$ cat config.mk
export PLATFORM = sky130hd
export DESIGN_NAME = riscv_dmem_ctrl
export DESIGN_NICKNAME = d
export VERILOG_FILES = /design/src/rtl/riscv_dmem_ctrl.sv
export SDC_FILE = /design/constraint.sdc
export NUM_CORES = 1
export LEC_CHECK = 0
export CORE_MARGIN = 3
export CORE_UTILIZATION = 40
export CTS_BUF_LIST = sky130_fd_sc_hd__clkbuf_4
export DETAILED_ROUTE_END_ITERATION = 8
export GPL_ROUTABILITY_DRIVEN = 0
export MAX_ROUTING_LAYER = met4
export PLACE_DENSITY = 0.86
export SYNTH_ARGS = -nofsm -noshare
export SYNTH_HDL_FRONTEND = slang
export SYNTH_SLANG_ARGS = --single-unit
$ cat constraint.sdc
create_clock -name i_clk -period 2.5 [get_ports i_clk]
set_input_delay 0.375 -clock i_clk [delete_from_list [all_inputs] [get_ports i_clk]]
set_output_delay 0.375 -clock i_clk [all_outputs]
set_load 0.02 [all_outputs]
$ cat src/rtl/riscv_dmem_ctrl.sv
// RV32I data-memory responder: accepts core load/store requests, aligns them onto
// a synchronous single-port SRAM and returns extended load data or an error flag.
module riscv_dmem_ctrl #(
    parameter int XLEN        = 32,
    parameter int DEPTH_WORDS = 1024,
    parameter int MEM_LATENCY = 1,
    localparam int AW = $clog2(DEPTH_WORDS),
    localparam int NB = XLEN / 8
) (
    input  logic            i_clk,
    input  logic            i_rst,
    input  logic            i_req_valid,
    output logic            o_req_ready,
    input  logic            i_req_we,
    input  logic [XLEN-1:0] i_req_addr,
    input  logic [XLEN-1:0] i_req_wdata,
    input  logic [NB-1:0]   i_req_byte_sel,
    input  logic [2:0]      i_req_funct3,
    output logic            o_rsp_valid,
    input  logic            i_rsp_ready,
    output logic [XLEN-1:0] o_rsp_rdata,
    output logic            o_rsp_err,
    output logic            o_mem_en,
    output logic [NB-1:0]   o_mem_we,
    output logic [AW-1:0]   o_mem_addr,
    output logic [XLEN-1:0] o_mem_wdata,
    input  logic [XLEN-1:0] i_mem_rdata
);

    typedef enum logic [1:0] {IDLE, ACCESS, WAIT, RESP} state_t;

    state_t          state, next_state;
    logic            we_q;
    logic [AW+1:0]   addr_q;
    logic [XLEN-1:0] wdata_q;
    logic [NB-1:0]   sel_q;
    logic            unsigned_q;
    logic [2:0]      wait_cnt;
    logic [XLEN-1:0] rdata_q;
    logic            err_q;

    logic            sel_byte, sel_half, sel_word;
    logic            misaligned, out_of_range, bad_req;
    logic [XLEN-1:0] shifted, load_ext;
    logic            unused_funct3;

    assign unused_funct3 = ^i_req_funct3[1:0];

    assign sel_byte     = (i_req_byte_sel == NB'(1));
    assign sel_half     = (i_req_byte_sel == NB'(3));
    assign sel_word     = (i_req_byte_sel == NB'(15));
    assign misaligned   = (sel_half && i_req_addr[0]) || (sel_word && (i_req_addr[1:0] != 2'b00));
    assign out_of_range = (i_req_addr >> 2) >= XLEN'(DEPTH_WORDS);
    assign bad_req      = !(sel_byte || sel_half || sel_word) || misaligned || out_of_range;

    // Bring the addressed lane down to bit 0, then sign- or zero-extend by size.
    assign shifted = i_mem_rdata >> {addr_q[1:0], 3'b000};

    always_comb begin
        load_ext = shifted;
        if (sel_q == NB'(1)) begin
            load_ext = {{(XLEN-8){~unsigned_q & shifted[7]}}, shifted[7:0]};
        end else if (sel_q == NB'(3)) begin
            load_ext = {{(XLEN-16){~unsigned_q & shifted[15]}}, shifted[15:0]};
        end
    end

    always_ff @(posedge i_clk) begin
        if (i_rst) begin
            state <= IDLE;
        end else begin
            state <= next_state;
        end
    end

    always_comb begin
        next_state  = state;
        o_mem_en    = 1'b0;
        o_mem_we    = '0;
        o_mem_addr  = '0;
        o_mem_wdata = '0;
        case (state)
            IDLE: begin
                if (i_req_valid) begin
                    next_state = bad_req ? RESP : ACCESS;
                end
            end
            ACCESS: begin
                o_mem_en   = 1'b1;
                o_mem_addr = addr_q[2 +: AW];
                if (we_q) begin
                    o_mem_we    = sel_q << addr_q[1:0];
                    o_mem_wdata = wdata_q << {addr_q[1:0], 3'b000};
                    next_state  = RESP;
                end else begin
                    next_state = WAIT;
                end
            end
            WAIT: begin
                if (wait_cnt == 3'd0) begin
                    next_state = RESP;
                end
            end
            RESP: begin
                if (i_rsp_ready) begin
                    next_state = IDLE;
                end
            end
            default: next_state = IDLE;
        endcase
        // Reset aborts at once: no SRAM strobe even in the cycle it is asserted.
        if (i_rst) begin
            next_state  = IDLE;
            o_mem_en    = 1'b0;
            o_mem_we    = '0;
            o_mem_addr  = '0;
            o_mem_wdata = '0;
        end
    end

    // Request capture, latency countdown and response data registers.
    always_ff @(posedge i_clk) begin
        if (i_rst) begin
            we_q       <= 1'b0;
            addr_q     <= '0;
            wdata_q    <= '0;
            sel_q      <= '0;
            unsigned_q <= 1'b0;
            wait_cnt   <= '0;
            rdata_q    <= '0;
            err_q      <= 1'b0;
        end else begin
            case (state)
                IDLE: begin
                    if (i_req_valid) begin
                        we_q       <= i_req_we;
                        addr_q     <= i_req_addr[AW+1:0];
                        wdata_q    <= i_req_wdata;
                        sel_q      <= i_req_byte_sel;
                        unsigned_q <= i_req_funct3[2];
                        rdata_q    <= '0;
                        err_q      <= bad_req;
                    end
                end
                ACCESS: wait_cnt <= 3'(MEM_LATENCY - 1);
                WAIT: begin
                    if (wait_cnt == 3'd0) begin
                        rdata_q <= load_ext;
                    end else begin
                        wait_cnt <= wait_cnt - 3'd1;
                    end
                end
                default: ;
            endcase
        end
    end

    assign o_req_ready = (state == IDLE) || i_rst;
    assign o_rsp_valid = (state == RESP) && !i_rst;
    assign o_rsp_rdata = rdata_q;
    assign o_rsp_err   = err_q;

endmodule

### After elaboration in Yosys (flattened, before gate mapping)

Cells that the tools add are included.

* bits of input ports: 108
* logic and storage cells: 72
* register bits: 88

* add/subtract/negate cells: 1
* shifts and indexed selects: 3
* reductions and logical operators: 20
* equality and inequality tests: 12
* order comparisons: 1
* bitwise gates (word level): 3
* multiplexer cells: 23

Operators by type and width (count)
* $mux 32: 7
* $pmux 32 s2: 1
* $shl 32x5->32: 1
* $shr 32x5->32: 1
* $ge 30x11->1 const B: 1
* $mux 10: 2
* $mux 4: 3
* $eq 4x1->1 const B: 2
* $eq 4x2->1 const B: 2
* $mux 2: 4
* $ne 2x2->1 const B: 4
* $pmux 2 s4: 1
* $logic_or 1x1->1: 6
* $pmux 3 s2: 1
* $reduce_and 3->1: 2
* $reduce_bool 2->1: 3
* $eq 2x2->1 const B: 2
* $eq 4x4->1 const B: 1
* $reduce_and 2->1: 2
* $shl 4x2->4: 1
* $logic_and 1x1->1: 3
* $logic_not 3->1: 1
* $mux 1: 3
* $mux 3: 1
* other kinds (6): 8

### Logic depth before layout (Yosys ltp)

Gate-level depths: netlist of the first run.

* word-level depth: 9
* depth in mapped cells: 10
* gate-level depth less buffers: 6

### Worst setup path before layout of the first run

Ideal clock, no wire load.

* kind: register to output
* from: reg state[1]
* to: out o_mem_wdata[30]
* slack: 0.366 ns
* arrival time: 1.759 ns
* required time: 2.125 ns
* cell stages (with the launch flop): 8
* cell sequence: dfxtp_1 inv_1 ha_1 nor2b_1 nand2_1 clkbuf_1 clkbuf_1 a211oi_1

* cells in the longest elaborated chain, start to end: 3

RTL lines
* start, declared: RTL line 32 `state_t state, next_state;`
* start signal, assigned: RTL line 72 `state <= next_state;`
* $eq 2x1->1: RTL line 82 `case (state)`
* $mux 32: RTL line 82
* $mux 32: RTL line 112 `if (i_rst) begin`
* end, declared: RTL line 26 `output logic [XLEN-1:0] o_mem_wdata,`

No other way between the ends.

### Worst setup path after layout of the first run

* from: reg state[1]
* to: out o_mem_wdata[0]

Same word-level chain as after synthesis.

==> results of run 1 <==
cells by family (layout without fill, tap and decap cells):
kind of cell | after synthesis | in the layout | synth area share [%]
multiplexers | 39 | 39 | 8.84
flip-flops | 88 | 88 | 38.4
other | 0 | 1 | 0
AND/OR/NAND/NOR | 219 | 219 | 22.0
buffers and inverters | 54 | 229 | 4.94
adder cells (fa/ha/maj) | 6 | 6 | 1.64
AO/OA/AOI/OAI | 166 | 166 | 24.2
power groups by stage:
| stage | Clock, mW | Sequential, mW | Combinational (mW) |
|---|---|---|---|
| 2_1_floorplan | 0 | 2.01 | 1.25 |
| 5_1_grt | 0.976 | 1.93 | 2.41 |
| 4_1_cts | 0.924 | 1.89 | 2.21 |
| 3_3_place_gp | 0 | 1.90 | 2.14 |
| 3_5_place_dp | 0 | 1.92 | 2.20 |
| 6_report | 0.905 | 1.89 | 2.21 |
sequential cells by signal (all words and copies together) (netlist names):
| register | flops |
|---|---|
| unsigned_q | 1 |
| state | 2 |
| sel_q | 4 |
| wait_cnt | 3 |
| addr_q | 12 |
| we_q | 1 |
| o_rsp_rdata | 32 |
| o_rsp_err | 1 |
| wdata_q | 32 |
worst max path at each step:
stage          startpoint               to  slack, ps  cells past startpoint
3_5_place_dp     state[1]   o_mem_wdata[8]        110                      7
6_report         state[1]   o_mem_wdata[0]        130                      8
2_1_floorplan    state[1]  o_mem_wdata[30]        370                      7
5_1_grt          state[1]   o_mem_wdata[0]         -2                      8
3_3_place_gp     state[1]      o_mem_we[3]        120                      7
4_1_cts          state[1]  o_mem_wdata[31]        -10                      7
area by class of cell:
type | instances | area (um^2)
Inverter | 7 | 26.3
Clock buffer | 9 | 67.6
Sequential cell | 88 | 1760
Multi-Input combinational cell | 430 | 2620
Antenna cell | 1 | 2.50
Fill cell | 1017 | 4360
Tap cell | 140 | 175
Clock inverter | 6 | 92.6
Timing Repair Buffer | 207 | 1920
layer usage:
| metal | vias to the layer above | share of wire (%) | GRT usage [%] |
|---|---|---|---|
| li1 | 2356 | - | - |
| met3 | 24 | 6.6 | 3.10 |
| met1 | 2238 | 44 | 30.0 |
| met5 | - | 0 | - |
| met2 | 189 | 48 | 36.8 |
| met4 | 0 | 1.9 | 7.21 |
critical path, delay by kind of cell, from the launching register on:
family                     cells  cell delay (ps)
adders and majority gates      1              160
buffers and inverters          3              500
DFF                            1              340
and+or+nand+nor                4              580
metrics by stage:
stage / hold WS, ps / total power [mW] / instances
floorplan: 432 / 3.25 / 572
global placement: 437 / 4.04 / 872
detailed placement: 443 / 4.12 / 872
CTS: 450 / 5.02 / 887
global route: 472 / 5.31 / 888
finish: 461 / 5.00 / 888
timing repair:
action,CTS,global route
gates cloned,0,0
setup endpoints to repair,47,35
endpoints found under the hold margin,0,0
resized for setup,89,40
cells in the final DEF, fill, tap and decap left out, drive strengths merged, types with 2 or more instances in the layout:
master / synthesis / final
ha: 6 / 6
clkdlybuf4s50: 0 / 139
nor3: 3 / 3
and2: 21 / 21
clkdlybuf4s15: 0 / 9
a32oi: 8 / 8
o21ai: 19 / 19
nand2b: 2 / 2
a211o: 8 / 8
nor2: 44 / 44
dfxtp: 88 / 88
or2: 2 / 2
nor4: 3 / 3
a211oi: 20 / 20
clkbuf: 22 / 24
a221oi: 2 / 2
a2bb2oi: 2 / 2
nor3b: 2 / 2
nor4b: 3 / 3
clkinvlp: 0 / 2
dlygate4sd2: 0 / 17
nor2b: 20 / 20
a21oi: 77 / 77
o2bb2ai: 8 / 8
nand2: 112 / 112
buf: 25 / 27
inv: 7 / 9
bufinv: 0 / 2
a22o: 16 / 16
mux2i: 36 / 36
nand4: 2 / 2
mux2: 2 / 2
==> impl_metrics.env, run 1 <==
export IMPL_status="finished, final reports clean"
export IMPL_pwr_share_comb_pct=44.2
export IMPL_ys_flop_type="dfxtp_1"
export IMPL_leakage_nw=2.51
export IMPL_yosysSeqAreaShare_pct=38.4
export IMPL_ant_nets=0
export IMPL_dieArea_um2=12800
export IMPL_internal_power_mw=3.07
export IMPL_cp_end_kind="primary output"
export IMPL_async_flop_share_pct=0
export IMPL_setup_tns_ps=0
export IMPL_yosysTopAreaCellShare_pct=38.4
export IMPL_min_period_ps=2370
export IMPL_sw_frac_of_total_pct=38.6
export IMPL_hold_buffers=0
export IMPL_timing_final_ws_setup_ps=129
export IMPL_post_route_util_pct=60.4
export IMPL_synth_cell_types=45
export IMPL_drc=0
export IMPL_skew_ps=22.4
export IMPL_cap_violations=0
export IMPL_synth_most_common_cell="nand2_1"
export IMPL_drt_iter0_drc=380
export IMPL_numPortBuffers=187
export IMPL_clkLatencyLatePin_ps=440
export IMPL_area_delta_synth_final_pct=45.4
export IMPL_crit_path_cell_trace="inv_1, ha_1, nor2b_2, nand2_2, nor3_2, buf_4, and2_1, clkdlybuf4s15_2"
export IMPL_hold_viol=0
export IMPL_ys_top_cells_by_count="112 x nand2_1, 88 x dfxtp_1, 77 x a21oi_1"
export IMPL_p_per_area_nw_per_um2=751
export IMPL_via_count=4807
export IMPL_slowest_delay_ps=340
export IMPL_reg2reg_depth=5
export IMPL_vias_per_cell=5.41
export IMPL_synth_edff_count=0
export IMPL_p_sw_mw=1.93
export IMPL_synth_net_count=686
export IMPL_grt_pass1_vias=4574
export IMPL_wl_mm=14.9
export IMPL_start_util_pct=41.6
export IMPL_crit_path_max_fanout=3
export IMPL_maxSlewHeadroom_pct=42.2
export IMPL_ir_worst_vdd_v=0.000479
export IMPL_synth_area_um2=4580
export IMPL_min_path_cells=2
export IMPL_synthTopCellsByArea="dfxtp_1 38%, nand2_1 9.2%, a21oi_1 8.4%, mux2i_1 7.9%, nor2_1 3.6%"
export IMPL_ys_seq_elements=88
export IMPL_clkSinkCount=88
export IMPL_die_w_um=113
export IMPL_grt_max_degree=69
export IMPL_core_um2=11000
export IMPL_min_to="wdata_q[25]"
export IMPL_wl_per_cell_um=16.8
export IMPL_seq_power_share_pct=37.7
export IMPL_critPathSlowestCell="dfxtp_1"
export IMPL_crit_reg2reg_launch="addr_q[0]"
export IMPL_antenna_found_initial=1
export IMPL_maxSlewViolCount=0
export IMPL_r2r_end="o_rsp_rdata[29]"
export IMPL_required_ps=2120
export IMPL_gr_usage_all_layers_pct=22.9
export IMPL_critical_path_class="flop to primary output"
export IMPL_hold_path_startpoint="wdata_q[25]"
export IMPL_startpoint_type="flop"
export IMPL_clkTransAtPathRegs_ps=140
export IMPL_fp_dieH_um=113
export IMPL_rows=38
export IMPL_tightestPinTransition_ps=867
export IMPL_drive_above_1_share_pct=11.6
export IMPL_firstDrtPassIters=5
export IMPL_place_area_um2=6600
export IMPL_synth_warnings=0
export IMPL_stdcell_area_um2=6670
export IMPL_hold_class="flop to flop"
export IMPL_grt_overflow=0
export IMPL_synthCells=572
export IMPL_power_frac_clock_pct=18.1
export IMPL_cts_root_buf="clkbuf_4"
export IMPL_io_pins=190
export IMPL_avgSynthCellArea_um2=8.01
export IMPL_grt_pass1_wl_mm=23.1
export IMPL_timing_final_crit_share_pct=94.9
export IMPL_cts_setup_buffers=0
export IMPL_finalSetupViolCount=0
export IMPL_reg2reg_slack_ps=210
export IMPL_clockBufferDepth=2
export IMPL_fmax_ghz=0.422
export IMPL_place_hpwl_mm=11.3
export IMPL_critical_path_arrival_ps=2000
export IMPL_yosysTopAreaCell="dfxtp_1"
export IMPL_dpl_worst_slack_ps=112
export IMPL_nets=857
export IMPL_cts_tree="done"
export IMPL_cts_htree_levels=3
export IMPL_cts_made_buffers=9
No activity file was read; power rests on OpenSTA's default activity.
==> run 2: changes to the inputs <==
Settings changed: GPL_ROUTABILITY_DRIVEN 0 to unset.
==> impl_metrics.env, run 2 (synthesis results as in run 1) <==
export IMPL_finalPower_mw=4.90
export IMPL_start_util_pct=41.6
export IMPL_antenna_found_initial=0
export IMPL_cts_setup_buffers=0
export IMPL_finalSetupViolCount=0
export IMPL_startpoint="state[1]"
export IMPL_grt_max_degree=69
export IMPL_hold_path_startpoint="i_req_wdata[31]"
export IMPL_place_hpwl_mm=11.5
export IMPL_critical_path_class="flop to primary output"
export IMPL_crit_path_cell_trace="inv_1, ha_2, nor2b_4, nand2_2, buf_4, nor2_1, clkdlybuf4s15_1"
export IMPL_place_area_um2=6610
export IMPL_p_per_area_nw_per_um2=741
export IMPL_vias_per_cell=5.38
export IMPL_min_path_cells=3
export IMPL_clkLatencyLatePin_ps=460
export IMPL_cap_violations=0
export IMPL_numPortBuffers=187
export IMPL_cts_root_buf="clkbuf_4"
export IMPL_via_count=4791
export IMPL_dp_cells=872
export IMPL_io_pins=190
export IMPL_whs_ps=443
export IMPL_slowest_delay_ps=340
export IMPL_seq_power_share_pct=38.7
export IMPL_grt_pass1_wl_mm=23.9
export IMPL_timing_final_crit_share_pct=95.3
export IMPL_fin_cells=890
export IMPL_firstDrtPassIters=4
export IMPL_wl_mm=15.3
export IMPL_drive_above_1_share_pct=12.4
export IMPL_ant_nets=0
export IMPL_stdcell_area_um2=6610
export IMPL_tightestPinTransition_ps=911
export IMPL_status="finished, final reports clean"
export IMPL_die_w_um=113
export IMPL_fmax_ghz=0.420
export IMPL_rows=38
export IMPL_post_route_util_pct=59.9
export IMPL_fp_dieH_um=113
export IMPL_dpl_worst_slack_ps=5.83
export IMPL_cts_made_buffers=9
export IMPL_maxSlewViolCount=0
export IMPL_reg2reg_depth=6
export IMPL_grt_pass1_vias=4572
export IMPL_min_period_ps=2380
export IMPL_sw_frac_of_total_pct=40.6
export IMPL_grt_overflow=0
export IMPL_ir_worst_vdd_v=0.000454
export IMPL_hold_class="primary input to flop"
export IMPL_clockBufferDepth=2
export IMPL_drc=0
export IMPL_critPathSlowestCell="dfxtp_1"
export IMPL_fillers=1028
export IMPL_gr_usage_all_layers_pct=23.8
export IMPL_skew_ps=20.9
export IMPL_p_sw_mw=1.99
export IMPL_pwr_share_comb_pct=45.7
export IMPL_drt_iter0_drc=310
export IMPL_crit_reg2reg_launch="state[0]"
export IMPL_final_common_cell="clkdlybuf4s50_1"
export IMPL_leakage_nw=2.52
export IMPL_setup_tns_ps=0
export IMPL_critical_path_arrival_ps=2010
export IMPL_clkTransAtPathRegs_ps=160
export IMPL_clkSinkCount=88
export IMPL_timing_final_ws_setup_ps=119
export IMPL_maxSlewHeadroom_pct=39.3
export IMPL_power_frac_clock_pct=15.6
export IMPL_startpoint_type="flop"
export IMPL_required_ps=2120
export IMPL_wl_per_cell_um=17.2
export IMPL_dieArea_um2=12800
export IMPL_cp_end_kind="primary output"
export IMPL_gp_congestion=0.904
export IMPL_crit_path_max_fanout=18
export IMPL_area_delta_synth_final_pct=44.2
export IMPL_rsz0062_at_grt="no"
export IMPL_cts_htree_levels=3
export IMPL_hold_viol=0
export IMPL_nets=858
export IMPL_final_cell_mix="138 x clkdlybuf4s50_1, 110 x nand2_1, 86 x dfxtp_1"
export IMPL_cts_tree="done"
export IMPL_internal_power_mw=2.91
export IMPL_core_um2=11000
==> run 2: cell types whose count changed in the layout (fill, tap and decap cells not counted), moves of 2 or more <==
cell / change
buf_2: +12
dlygate4sd2_1: -5
inv_8: +2
clkdlybuf4s15_2: -9
clkdlybuf4s15_1: +2
bufinv_16: -2
==> run 2: power by group through the flow <==
| stage | sequential (mW) | combinational [mW] | clock [mW] |
|---|---|---|---|
| after floorplan | 2.01 | 1.25 | 0 |
| after global placement | 1.91 | 2.17 | 0 |
| after detailed placement | 1.92 | 2.23 | 0 |
| after CTS | 1.89 | 2.23 | 0.781 |
| after global routing | 1.93 | 2.44 | 0.838 |
| final | 1.89 | 2.24 | 0.763 |
==> run 2: path summary, 6_finish.rpt <==
| kind | end | slack (ps) |
|---|---|---|
| max | o_mem_wdata[18] | 120 |
| min | wdata_q[31] | 440 |
| max reg2reg | o_rsp_rdata[23] | 300 |
| min reg2reg | wdata_q[20] | 460 |
==> run 2: worst max-delay path, delay by kind of cell, from the launching register on <==
family | cells | cell delay (ps)
fa+ha+maj | 1 | 190
buf+inv | 3 | 670
flops | 1 | 340
simple gates | 3 | 360
==> run 2: layout make-up <==
cell class,count,area [um^2],share of cell area (%)
clock inverters,7,60.1,0.909
well taps,140,175,2.65
flip-flops and latches,88,1760,26.7
inverters,7,26.3,0.398
diodes,1,2.50,0.0379
multi-input cells,430,2640,39.9
repair buffers,208,1880,28.4
clock buffers,9,67.6,1.02
==> run 2: per-layer routing <==
layer / vias to the layer above / GRT usage [%] / part of all wire [%]
li1: 2356 / - / -
met1: 2239 / 32.0 / 46
met2: 175 / 37.9 / 47
met3: 21 / 3.42 / 5.7
met4: 0 / 6.25 / 1.6
met5: - / - / 0
==> run 2: timing repair <==
| action | 4_1_cts | 5_1_grt |
|---|---|---|
| hold buffers | 0 | 0 |
| setup endpoints to repair | 47 | 49 |
| resized for setup | 106 | 51 |
| cloned | 1 | 0 |
